$ cat config.mk
export PLATFORM = sky130hd
export DESIGN_NAME = apb_master_flat
export DESIGN_NICKNAME = d
export VERILOG_FILES = /design/src/rtl/apb_master_if.sv /design/src/rtl/apb_master.sv /design/src/flat_wrapper.sv
export SDC_FILE = /design/constraint.sdc
export NUM_CORES = 1
export LEC_CHECK = 0
export BUFFER_PORTS_ARGS = -buffer_cell sky130_fd_sc_hd__clkbuf_2
export CAP_MARGIN = 10
export CORE_MARGIN = 8
export CORE_UTILIZATION = 42
export DETAILED_ROUTE_END_ITERATION = 8
export HOLD_SLACK_MARGIN = 0.05
export PLACE_DENSITY_LB_ADDON = 0.1
export REMOVE_ABC_BUFFERS = 1
export SKIP_LAST_GASP = 1
export SYNTH_ARGS = -nofsm -noshare
export SYNTH_HDL_FRONTEND = slang
export SYNTH_SLANG_ARGS = --single-unit
$ cat constraint.sdc
create_clock -name clk_i -period 1.6 [get_ports clk_i]
set_clock_uncertainty 0.15 [all_clocks]
set_input_delay 0.16 -clock clk_i [delete_from_list [all_inputs] [get_ports clk_i]]
set_output_delay 0.16 -clock clk_i [all_outputs]
set_load 0.02 [all_outputs]
$ cat src/rtl/apb_master_if.sv
// Command/response and APB bus bundle for apb_master.
// master: the initiator view; slave: driver plus APB target view.
interface apb_master_if #(
    parameter int BUS_WIDTH  = 32,
    parameter int DATA_WIDTH = 8,
    parameter int ADDR_WIDTH = 16
);
    localparam int STRB_WIDTH = BUS_WIDTH / DATA_WIDTH;

    logic                  cmd_valid_i;
    logic                  cmd_ready_o;
    logic                  cmd_write_i;
    logic [ADDR_WIDTH-1:0] cmd_addr_i;
    logic [BUS_WIDTH-1:0]  cmd_wdata_i;
    logic [STRB_WIDTH-1:0] cmd_strb_i;

    logic                  rsp_valid_o;
    logic [BUS_WIDTH-1:0]  rsp_rdata_o;
    logic                  rsp_err_o;
    logic                  rsp_timeout_o;

    logic                  psel_o;
    logic                  penable_o;
    logic                  pwrite_o;
    logic [ADDR_WIDTH-1:0] paddr_o;
    logic [BUS_WIDTH-1:0]  pwdata_o;
    logic [STRB_WIDTH-1:0] pstrb_o;
    logic [BUS_WIDTH-1:0]  prdata_i;
    logic                  pready_i;
    logic                  pslverr_i;

    logic                  busy_o;

    modport master (
        input  cmd_valid_i, cmd_write_i, cmd_addr_i,
        input  cmd_wdata_i, cmd_strb_i,
        output cmd_ready_o,
        output rsp_valid_o, rsp_rdata_o, rsp_err_o,
        output rsp_timeout_o,
        output psel_o, penable_o, pwrite_o, paddr_o,
        output pwdata_o, pstrb_o,
        input  prdata_i, pready_i, pslverr_i,
        output busy_o
    );

    modport slave (
        output cmd_valid_i, cmd_write_i, cmd_addr_i,
        output cmd_wdata_i, cmd_strb_i,
        input  cmd_ready_o,
        input  rsp_valid_o, rsp_rdata_o, rsp_err_o,
        input  rsp_timeout_o,
        input  psel_o, penable_o, pwrite_o, paddr_o,
        input  pwdata_o, pstrb_o,
        output prdata_i, pready_i, pslverr_i,
        input  busy_o
    );
endinterface

$ cat src/rtl/apb_master.sv
// APB3/APB4 initiator: single-beat command port to APB transfers,
// with wait-state timeout abort and one-cycle response pulse.
module apb_master #(
    parameter int BUS_WIDTH      = 32,
    parameter int DATA_WIDTH     = 8,
    parameter int ADDR_WIDTH     = 16,
    parameter int TIMEOUT_CYCLES = 16
) (
    input logic         clk_i,
    input logic         rst_ni,
    apb_master_if.master bus
);
    localparam int STRB_WIDTH = BUS_WIDTH / DATA_WIDTH;
    localparam int CNT_WIDTH  =
        (TIMEOUT_CYCLES == 0) ? 1 : $clog2(TIMEOUT_CYCLES + 1);
    localparam logic [CNT_WIDTH-1:0] CNT_LAST =
        CNT_WIDTH'((TIMEOUT_CYCLES == 0) ? 0 : TIMEOUT_CYCLES - 1);
    localparam logic TIMEOUT_EN = (TIMEOUT_CYCLES != 0);

    typedef enum logic [1:0] {
        IDLE   = 2'd0,
        SETUP  = 2'd1,
        ACCESS = 2'd2
    } state_t;

    state_t state, next_state;

    logic                  ready;
    logic                  accept;
    logic                  done;
    logic                  expire;
    logic [CNT_WIDTH-1:0]  cnt;

    logic                  pwrite_q;
    logic [ADDR_WIDTH-1:0] paddr_q;
    logic [BUS_WIDTH-1:0]  pwdata_q;
    logic [STRB_WIDTH-1:0] pstrb_q;
    logic                  rsp_valid_q;
    logic [BUS_WIDTH-1:0]  rsp_rdata_q;
    logic                  rsp_err_q;
    logic                  rsp_timeout_q;

    // An abort edge always has pready low, so ready is already 0 there.
    always_comb begin
        done   = (state == ACCESS) && bus.pready_i;
        expire = TIMEOUT_EN && (state == ACCESS) &&
                 !bus.pready_i && (cnt == CNT_LAST);
        ready  = (state == IDLE) || done;
        accept = bus.cmd_valid_i && ready;
    end

    always_ff @(posedge clk_i or negedge rst_ni) begin
        if (!rst_ni) state <= IDLE;
        else         state <= next_state;
    end

    always_comb begin
        next_state = state;
        unique case (state)
            IDLE:   if (accept) next_state = SETUP;
            SETUP:  next_state = ACCESS;
            ACCESS: begin
                if (done)        next_state = accept ? SETUP : IDLE;
                else if (expire) next_state = IDLE;
            end
            default: next_state = IDLE;
        endcase
    end

    always_comb begin
        bus.psel_o        = (state != IDLE);
        bus.penable_o     = (state == ACCESS);
        bus.busy_o        = (state != IDLE);
        bus.cmd_ready_o   = ready;
        bus.pwrite_o      = pwrite_q;
        bus.paddr_o       = paddr_q;
        bus.pwdata_o      = pwdata_q;
        bus.pstrb_o       = pstrb_q;
        bus.rsp_valid_o   = rsp_valid_q;
        bus.rsp_rdata_o   = rsp_rdata_q;
        bus.rsp_err_o     = rsp_err_q;
        bus.rsp_timeout_o = rsp_timeout_q;
    end

    always_ff @(posedge clk_i or negedge rst_ni) begin
        if (!rst_ni) begin
            pwrite_q      <= 1'b0;
            paddr_q       <= '0;
            pwdata_q      <= '0;
            pstrb_q       <= '0;
            rsp_valid_q   <= 1'b0;
            rsp_rdata_q   <= '0;
            rsp_err_q     <= 1'b0;
            rsp_timeout_q <= 1'b0;
            cnt           <= '0;
        end else begin
            if (accept) begin
                pwrite_q <= bus.cmd_write_i;
                paddr_q  <= bus.cmd_addr_i;
                pwdata_q <= bus.cmd_write_i ? bus.cmd_wdata_i : '0;
                pstrb_q  <= bus.cmd_write_i ? bus.cmd_strb_i : '0;
            end
            rsp_valid_q <= done || expire;
            // pwrite_q still describes the completing transfer here.
            if (done) begin
                rsp_err_q     <= bus.pslverr_i;
                rsp_timeout_q <= 1'b0;
                rsp_rdata_q   <= pwrite_q ? '0 : bus.prdata_i;
            end else if (expire) begin
                rsp_err_q     <= 1'b1;
                rsp_timeout_q <= 1'b1;
                rsp_rdata_q   <= '0;
            end
            if (state == SETUP)
                cnt <= '0;
            else if (state == ACCESS && !bus.pready_i)
                cnt <= cnt + 1'b1;
        end
    end
endmodule

$ cat src/flat_wrapper.sv
// flat-port wrapper written by rule: the top's interface ports become plain ports
module apb_master_flat 
#(
    parameter int BUS_WIDTH      = 32,
    parameter int DATA_WIDTH     = 8,
    parameter int ADDR_WIDTH     = 16,
    parameter int TIMEOUT_CYCLES = 16
)
  (clk_i, rst_ni, bus_cmd_valid_i, bus_cmd_write_i, bus_cmd_addr_i, bus_cmd_wdata_i, bus_cmd_strb_i, bus_cmd_ready_o, bus_rsp_valid_o, bus_rsp_rdata_o, bus_rsp_err_o, bus_rsp_timeout_o, bus_psel_o, bus_penable_o, bus_pwrite_o, bus_paddr_o, bus_pwdata_o, bus_pstrb_o, bus_prdata_i, bus_pready_i, bus_pslverr_i, bus_busy_o);
  apb_master_if #(.BUS_WIDTH(BUS_WIDTH), .DATA_WIDTH(DATA_WIDTH), .ADDR_WIDTH(ADDR_WIDTH)) bus_i ();
  input logic clk_i;
  input logic rst_ni;
  input wire logic [$bits(bus_i.cmd_valid_i)-1:0] bus_cmd_valid_i;
  input wire logic [$bits(bus_i.cmd_write_i)-1:0] bus_cmd_write_i;
  input wire logic [$bits(bus_i.cmd_addr_i)-1:0] bus_cmd_addr_i;
  input wire logic [$bits(bus_i.cmd_wdata_i)-1:0] bus_cmd_wdata_i;
  input wire logic [$bits(bus_i.cmd_strb_i)-1:0] bus_cmd_strb_i;
  output wire logic [$bits(bus_i.cmd_ready_o)-1:0] bus_cmd_ready_o;
  output wire logic [$bits(bus_i.rsp_valid_o)-1:0] bus_rsp_valid_o;
  output wire logic [$bits(bus_i.rsp_rdata_o)-1:0] bus_rsp_rdata_o;
  output wire logic [$bits(bus_i.rsp_err_o)-1:0] bus_rsp_err_o;
  output wire logic [$bits(bus_i.rsp_timeout_o)-1:0] bus_rsp_timeout_o;
  output wire logic [$bits(bus_i.psel_o)-1:0] bus_psel_o;
  output wire logic [$bits(bus_i.penable_o)-1:0] bus_penable_o;
  output wire logic [$bits(bus_i.pwrite_o)-1:0] bus_pwrite_o;
  output wire logic [$bits(bus_i.paddr_o)-1:0] bus_paddr_o;
  output wire logic [$bits(bus_i.pwdata_o)-1:0] bus_pwdata_o;
  output wire logic [$bits(bus_i.pstrb_o)-1:0] bus_pstrb_o;
  input wire logic [$bits(bus_i.prdata_i)-1:0] bus_prdata_i;
  input wire logic [$bits(bus_i.pready_i)-1:0] bus_pready_i;
  input wire logic [$bits(bus_i.pslverr_i)-1:0] bus_pslverr_i;
  output wire logic [$bits(bus_i.busy_o)-1:0] bus_busy_o;
  assign bus_i.cmd_valid_i = bus_cmd_valid_i;
  assign bus_i.cmd_write_i = bus_cmd_write_i;
  assign bus_i.cmd_addr_i = bus_cmd_addr_i;
  assign bus_i.cmd_wdata_i = bus_cmd_wdata_i;
  assign bus_i.cmd_strb_i = bus_cmd_strb_i;
  assign bus_cmd_ready_o = bus_i.cmd_ready_o;
  assign bus_rsp_valid_o = bus_i.rsp_valid_o;
  assign bus_rsp_rdata_o = bus_i.rsp_rdata_o;
  assign bus_rsp_err_o = bus_i.rsp_err_o;
  assign bus_rsp_timeout_o = bus_i.rsp_timeout_o;
  assign bus_psel_o = bus_i.psel_o;
  assign bus_penable_o = bus_i.penable_o;
  assign bus_pwrite_o = bus_i.pwrite_o;
  assign bus_paddr_o = bus_i.paddr_o;
  assign bus_pwdata_o = bus_i.pwdata_o;
  assign bus_pstrb_o = bus_i.pstrb_o;
  assign bus_i.prdata_i = bus_prdata_i;
  assign bus_i.pready_i = bus_pready_i;
  assign bus_i.pslverr_i = bus_pslverr_i;
  assign bus_busy_o = bus_i.busy_o;
  apb_master #(.BUS_WIDTH(BUS_WIDTH), .DATA_WIDTH(DATA_WIDTH), .ADDR_WIDTH(ADDR_WIDTH), .TIMEOUT_CYCLES(TIMEOUT_CYCLES)) u_core (.clk_i(clk_i), .rst_ni(rst_ni), .bus(bus_i));
endmodule
---- Word-level counts from Yosys, hierarchy flattened ----
Cells that the tools add are included.
W data, S select, Z words.
word-level totals
  register bits ........................... 95
  bits in latches ......................... 0
  RAM bits ................................ 0
  ROM bits ................................ 0
  input bits .............................. 90
  output and inout port bits .............. 92
  memories kept ........................... 0
operators by class
  add/sub/neg operators ................... 1
  multipliers ............................. 0
  div/mod/pow operators ................... 0
  $lt $le $gt $ge ......................... 0
  eq/ne operators ......................... 5
  shifts and indexed selects .............. 0
  mux-type cells .......................... 15
  bitwise logic cells ..................... 0
  reduce and logical (&&, ||, !) cells .... 12
operators by type and width
  cell                   count
  $mux W32               4
  $mux W5                2
  $mux W2                3
  $pmux W2 S3            1
  $reduce_bool A2 Y1     3
  $add A5 B1 Y5 const B  1
  $eq A5 B4 Y1 const B   1
  $logic_and A1 B1 Y1    4
  $mux W1                4
  $mux W4                1
  $ne A3 B1 Y1 const B   1
  $eq A2 B1 Y1 const B   1
  $eq A2 B2 Y1 const B   1
  $logic_not A2 Y1       1
  $logic_or A1 B1 Y1     2
  $ne A2 B1 Y1 const B   1
  $reduce_and A2 Y1      1
  $logic_not A1 Y1       1

---- Logic depth before layout (Yosys ltp) ----
  depth in word-level cells ............... 7
  mapped depth ............................ 6
  mapped depth without buffers ............ 6

---- Least setup slack after synthesis ----
No wires, ideal clock.
  path type ............................... reg2reg
  start ................................... reg u_core.cnt[0]
  end ..................................... reg u_core.rsp_rdata_q[10], in the netlist u_core.bus.rsp_rdata_o[10]
  library setup time ...................... 66 ps
  arrival ................................. 1,527 ps
  slack ................................... -143 ps
  stages on the path, launching flop included .. 7
  path buffers ............................ 1
  period minus slack after synthesis ...... 1,743 ps
  path through ............................ dfrtp_1 > ha_1 > and3_1 > ha_1 > o21ai_2 > buf_2 > a22o_1
on the way
  word-level cells in the longest chain between the ends .. 3
RTL lines
  element                              line               RTL
  start: declaration                   apb_master.sv:32   logic [CNT_WIDTH-1:0] cnt;
  start signal: assignment             apb_master.sv:117  cnt <= cnt + 1'b1;
  $eq A5 B4 Y1                         apb_master.sv:47   !bus.pready_i && (cnt == CNT_LAST);
  $logic_and A1 B1 Y1                  apb_master.sv:47
  $reduce_bool A2 Y1 (no source line)  n/a
  end signal: assignment               apb_master.sv:108  rsp_rdata_q <= pwrite_q ? '0 : bus.prdata_i;
  end: declaration                     apb_master.sv:39   logic [BUS_WIDTH-1:0] rsp_rdata_q;
No other way between the ends.
A chain may end at the register's enable or synchronous reset.

---- Worst setup path after layout ----
  start ................................... reg u_core.cnt[0]
  end ..................................... reg u_core.rsp_rdata_q[5], in the netlist u_core.bus.rsp_rdata_o[5]
Same word-level chain as after synthesis.

==> metrics.txt <==
# TYPE chip_impl_metric gauge
chip_impl_info{name="status",value="complete, but fails checks"} 1
chip_impl_info{name="violations_in_the_final_reports",value="negative setup slack"} 1
chip_impl_metric{name="design.core.area",unit="um^2"} 9150
chip_impl_metric{name="areaGrowthSynthToFinish",unit="%"} 70.2
chip_impl_metric{name="route.met2.wl",unit="um"} 6250
chip_impl_metric{name="setup_viol_count_final",unit=""} 48
chip_impl_metric{name="total_neg_setup_slack",unit="ps"} -3300
chip_impl_metric{name="cp.required",unit="ps"} 1700
chip_impl_metric{name="cts_made_buffers",unit=""} 9
chip_impl_metric{name="dp_hpwl",unit="um"} 7410
chip_impl_metric{name="die_area",unit="um^2"} 12700
chip_impl_info{name="worstSetupStartpointType",value="flip-flop"} 1
chip_impl_metric{name="power-per-cell-area",unit="nW/um^2"} 1320
chip_impl_info{name="worst_hold_path_type",value="input pin to flip-flop"} 1
chip_impl_metric{name="fill_cells",unit=""} 643
chip_impl_metric{name="ff2ff_path_depth",unit=""} 7
chip_impl_metric{name="drc",unit=""} 0
chip_impl_metric{name="final.setup.worst_slack",unit="ps"} -103
chip_impl_info{name="clk_root_buffer_cell",value="sky130_fd_sc_hd__clkbuf_8"} 1
chip_impl_metric{name="area_of_combinational_cells_with_multiple_inputs",unit="um^2"} 1350
chip_impl_metric{name="max_clock_freq",unit="GHz"} 0.587
chip_impl_metric{name="grt_pass1_vias",unit=""} 3838
chip_impl_metric{name="post_route_cells_drive_above_1_share",unit=""} 0.442
chip_impl_metric{name="hold_violations",unit=""} 0
chip_impl_info{name="tritoncts",value="yes"} 1
chip_impl_metric{name="leakage",unit="nW"} 3.48
chip_impl_metric{name="synth_largest_type_area_fraction",unit=""} 0.606
chip_impl_metric{name="syn_area",unit="um^2"} 3920
chip_impl_metric{name="clk_pin_slew",unit="ps"} 100
chip_impl_info{name="element_type_at_the_critical_path_end",value="flip-flop"} 1
chip_impl_metric{name="final_util",unit=""} 0.729
chip_impl_metric{name="vdd_drop_max",unit="mV"} 0.667
chip_impl_metric{name="path_max_fanout",unit=""} 6
chip_impl_metric{name="port_buffers",unit=""} 181
chip_impl_info{name="topRoutingLayerUsed",value="met4"} 1
chip_impl_metric{name="met3_wirelength",unit="um"} 881
chip_impl_metric{name="p_int",unit="mW"} 5.59
chip_impl_info{name="grt_setup_unrepaired",value="yes"} 1
chip_impl_metric{name="overflow",unit=""} 0
chip_impl_metric{name="grt_max_degree",unit=""} 96
chip_impl_metric{name="finalNetCount",unit=""} 705
chip_impl_metric{name="seq_power_share",unit=""} 0.399
chip_impl_info{name="reg2reg_from",value="u_core.cnt[0]$_DFFE_PN0P_"} 1
chip_impl_metric{name="clock_power_share",unit=""} 0.187
chip_impl_metric{name="syn_inst",unit=""} 311
chip_impl_metric{name="viasPerCell",unit=""} 4.72
chip_impl_metric{name="gp_routability_congestion",unit=""} 0.757
chip_impl_metric{name="drt_iter0_drc",unit=""} 155
chip_impl_metric{name="slew_headroom",unit=""} 0.659
chip_impl_info{name="synth_area_leaders",value="sky130_fd_sc_hd__dfrtp_1, sky130_fd_sc_hd__mux2i_1, sky130_fd_sc_hd__a22o_1"} 1
chip_impl_metric{name="tightest_slew",unit="ps"} 512
chip_impl_metric{name="via_total_after_detailed_routing",unit=""} 3446
chip_impl_metric{name="grt_antenna_before_repair",unit=""} 1
chip_impl_info{name="min_delay_worst_endpoint",value="u_core.bus.pwdata_o[6]$_DFFE_PN0P_"} 1
chip_impl_metric{name="rrSetupSlack",unit="ps"} -100
chip_impl_info{name="synth_top_cell_by_area",value="sky130_fd_sc_hd__dfrtp_1"} 1
chip_impl_metric{name="max_cap_violations",unit=""} 0
chip_impl_metric{name="start_util",unit=""} 0.429
chip_impl_metric{name="drt.antenna.violating_nets",unit=""} 0
chip_impl_metric{name="min_period_over_period",unit=""} 1.06
chip_impl_metric{name="grt_usage",unit=""} 0.190
chip_impl_metric{name="power.share.switching",unit=""} 0.365
chip_impl_metric{name="yosys_register_bits",unit=""} 95
chip_impl_metric{name="post-place-ws",unit="ps"} -215
chip_impl_metric{name="clock_tree.buffer_depth",unit=""} 2
chip_impl_metric{name="cts.htree.levels",unit=""} 3
chip_impl_metric{name="m1WireLength",unit="um"} 4800
chip_impl_metric{name="period_needed",unit="ps"} 1700
chip_impl_metric{name="critPathArrivalTime",unit="ps"} 1810
chip_impl_metric{name="die_height",unit="um"} 113
chip_impl_metric{name="register_area",unit="um^2"} 2380
chip_impl_metric{name="clkSinkCount",unit=""} 95
chip_impl_metric{name="power.share.combinational",unit=""} 0.414
chip_impl_metric{name="clkLatencyLatePin",unit="ps"} 350
chip_impl_metric{name="finalWirelength",unit="um"} 12100
chip_impl_metric{name="yosysUniqueCellTypes",unit=""} 31
chip_impl_metric{name="worst_hold_depth",unit=""} 3
chip_impl_metric{name="yosys_warnings",unit=""} 0
chip_impl_info{name="critical_path.reg2reg.endpoint",value="u_core.bus.rsp_rdata_o[5]$_DFFE_PN0P_"} 1
chip_impl_metric{name="die_width",unit="um"} 113
chip_impl_metric{name="power_switching",unit="mW"} 3.21
chip_impl_metric{name="io-pin-count",unit=""} 182
chip_impl_info{name="timing.hold.worst.start",value="bus_cmd_write_i"} 1
chip_impl_metric{name="maxSlewViolCount",unit=""} 0
chip_impl_metric{name="grt_first_pass_wirelength",unit="um"} 19300
chip_impl_metric{name="routed_wire_length_per_instance",unit="um"} 16.6
chip_impl_metric{name="yosysSeqAreaShare",unit=""} 0.606
chip_impl_info{name="path_class",value="flip-flop to flip-flop"} 1
chip_impl_metric{name="dr.pass1.iters",unit=""} 5
chip_impl_metric{name="avgSynthCellArea",unit="um^2"} 12.6
chip_impl_metric{name="floorplan.rows",unit=""} 35
[repair_timing]
item,CTS,global route
setup endpoints to repair,62,91
pin swaps,18,20
hold endpoints to repair,181,0
gates resized for setup,25,24
hold buffers,87,0
gates cloned,5,4
setup buffers,6,6
[critical path, stage by stage (launching register included)]
cell	delay, ps
sky130_fd_sc_hd__dfrtp_1	370
sky130_fd_sc_hd__ha_2	190
sky130_fd_sc_hd__and3_4	190
sky130_fd_sc_hd__ha_4	140
sky130_fd_sc_hd__o21ai_4	60
sky130_fd_sc_hd__buf_12	150
sky130_fd_sc_hd__clkbuf_16	150
sky130_fd_sc_hd__a22o_1	200
[per-stage QoR]
stage | hold WS, ps | area [um^2] | power [mW] | instances
2_1_floorplan | -286 | 3800 | 5.32 | 291
3_3_place_gp | 106 | 5080 | 6.54 | 605
3_5_place_dp | 107 | 5080 | 6.60 | 605
4_1_cts | 102 | 6450 | 8.67 | 719
5_1_grt | 149 | 6680 | 9.24 | 730
6_report | 112 | 6680 | 8.80 | 730
[worst max-delay path by stage]
stage | startpoint | end | slack [ps]
after floorplan | u_core.state[0]$_DFFE_PN0P_ | u_core.bus.paddr_o[0]$_DFFE_PN0P_ | -2730
after global placement | u_core.cnt[0]$_DFFE_PN0P_ | u_core.bus.rsp_rdata_o[26]$_DFFE_PN0P_ | -150
after detailed placement | u_core.cnt[0]$_DFFE_PN0P_ | u_core.bus.rsp_rdata_o[0]$_DFFE_PN0P_ | -220
after CTS | u_core.cnt[1]$_DFFE_PN0P_ | u_core.bus.rsp_rdata_o[5]$_DFFE_PN0P_ | -150
after global routing | u_core.cnt[0]$_DFFE_PN0P_ | u_core.bus.rsp_rdata_o[10]$_DFFE_PN0P_ | -140
final | u_core.cnt[0]$_DFFE_PN0P_ | u_core.bus.rsp_rdata_o[5]$_DFFE_PN0P_ | -100
[synth_stat cells]
cell / number
sky130_fd_sc_hd__a21oi_1: 5
sky130_fd_sc_hd__buf_4: 5
sky130_fd_sc_hd__o22a_1: 1
sky130_fd_sc_hd__a21o_1: 1
sky130_fd_sc_hd__nor4b_1: 1
sky130_fd_sc_hd__nand2_1: 39
sky130_fd_sc_hd__buf_6: 3
sky130_fd_sc_hd__a311oi_1: 1
sky130_fd_sc_hd__and2b_1: 1
sky130_fd_sc_hd__o21ai_2: 1
sky130_fd_sc_hd__o41ai_1: 1
sky130_fd_sc_hd__o21ai_0: 1
sky130_fd_sc_hd__o2bb2ai_1: 3
sky130_fd_sc_hd__mux2_4: 13
sky130_fd_sc_hd__nor3b_2: 1
sky130_fd_sc_hd__and3_1: 2
sky130_fd_sc_hd__ha_1: 2
sky130_fd_sc_hd__nand4b_1: 1
sky130_fd_sc_hd__nand3b_1: 1
sky130_fd_sc_hd__inv_1: 40
sky130_fd_sc_hd__clkbuf_1: 4
sky130_fd_sc_hd__dfrtp_1: 95
sky130_fd_sc_hd__buf_2: 8
sky130_fd_sc_hd__mux2i_1: 36
sky130_fd_sc_hd__nor3_1: 2
sky130_fd_sc_hd__mux2_2: 4
sky130_fd_sc_hd__a22o_1: 32
sky130_fd_sc_hd__nor3b_1: 2
sky130_fd_sc_hd__nor2b_4: 1
sky130_fd_sc_hd__nor2_1: 3
sky130_fd_sc_hd__a32o_1: 1
[layout make-up]
type,instances,share of cell area
Clock buffer,10,0.0206
Clock inverter,6,0.00993
Inverter,40,0.0229
Multi-Input combinational cell,156,0.203
Sequential cell,95,0.356
Antenna cell,1,0.000375
Timing Repair Buffer,311,0.366
Tap cell,111,0.0208
[sequential cells by signal (all words and copies together) (netlist names)]
signal and count:
u_core.bus.rsp_timeout_o 1, u_core.bus.rsp_valid_o 1, u_core.state 2, u_core.bus.pstrb_o 4, u_core.bus.rsp_err_o 1, u_core.bus.pwrite_o 1, u_core.cnt 5, u_core.bus.paddr_o 16
u_core.bus.rsp_rdata_o 32, u_core.bus.pwdata_o 32
[power by group through the flow]
stage,registers (mW),logic (mW),clock network [mW]
3_3_place_gp,3.52,3.02,0
4_1_cts,3.50,3.48,1.69
6_report,3.52,3.64,1.65
2_1_floorplan,4.35,0.976,0
5_1_grt,3.59,3.89,1.75
3_5_place_dp,3.53,3.07,0
[per-layer routing]
metal / vias to the layer above / track usage
met2: 123 / 0.329
met1: 1651 / 0.212
met4: 0 / 0.0656
li1: 1655 / -
met5: - / 0
met3: 17 / 0.0676
[cells in the final DEF (no fill, tap or decap), types with 4 or more instances in the layout]
cell                            instances
sky130_fd_sc_hd__a21oi_1                5
sky130_fd_sc_hd__inv_1                 38
sky130_fd_sc_hd__mux2_4                17
sky130_fd_sc_hd__a22o_1                32
sky130_fd_sc_hd__dfrtp_1               94
sky130_fd_sc_hd__dlygate4sd3_1         87
sky130_fd_sc_hd__clkbuf_8              12
sky130_fd_sc_hd__buf_12                 6
sky130_fd_sc_hd__buf_16                 6
sky130_fd_sc_hd__clkbuf_2             176
sky130_fd_sc_hd__mux2i_1               34
sky130_fd_sc_hd__clkbuf_16              4
sky130_fd_sc_hd__nand2_1               38
sky130_fd_sc_hd__buf_6                  9
sky130_fd_sc_hd__buf_4                 18
[logic make-up (layout without fill, tap and decap cells)]
kind of cell,count (synthesis),after routing,synth area share
flops,95,95,0.606
buf+inv,60,367,0.0705
simple gates,54,54,0.0648
mux,53,53,0.153
compound gates,47,47,0.0992
fa+ha+maj,2,2,0.00638
other cells,0,1,0
Power figures use the tool's default switching activity.
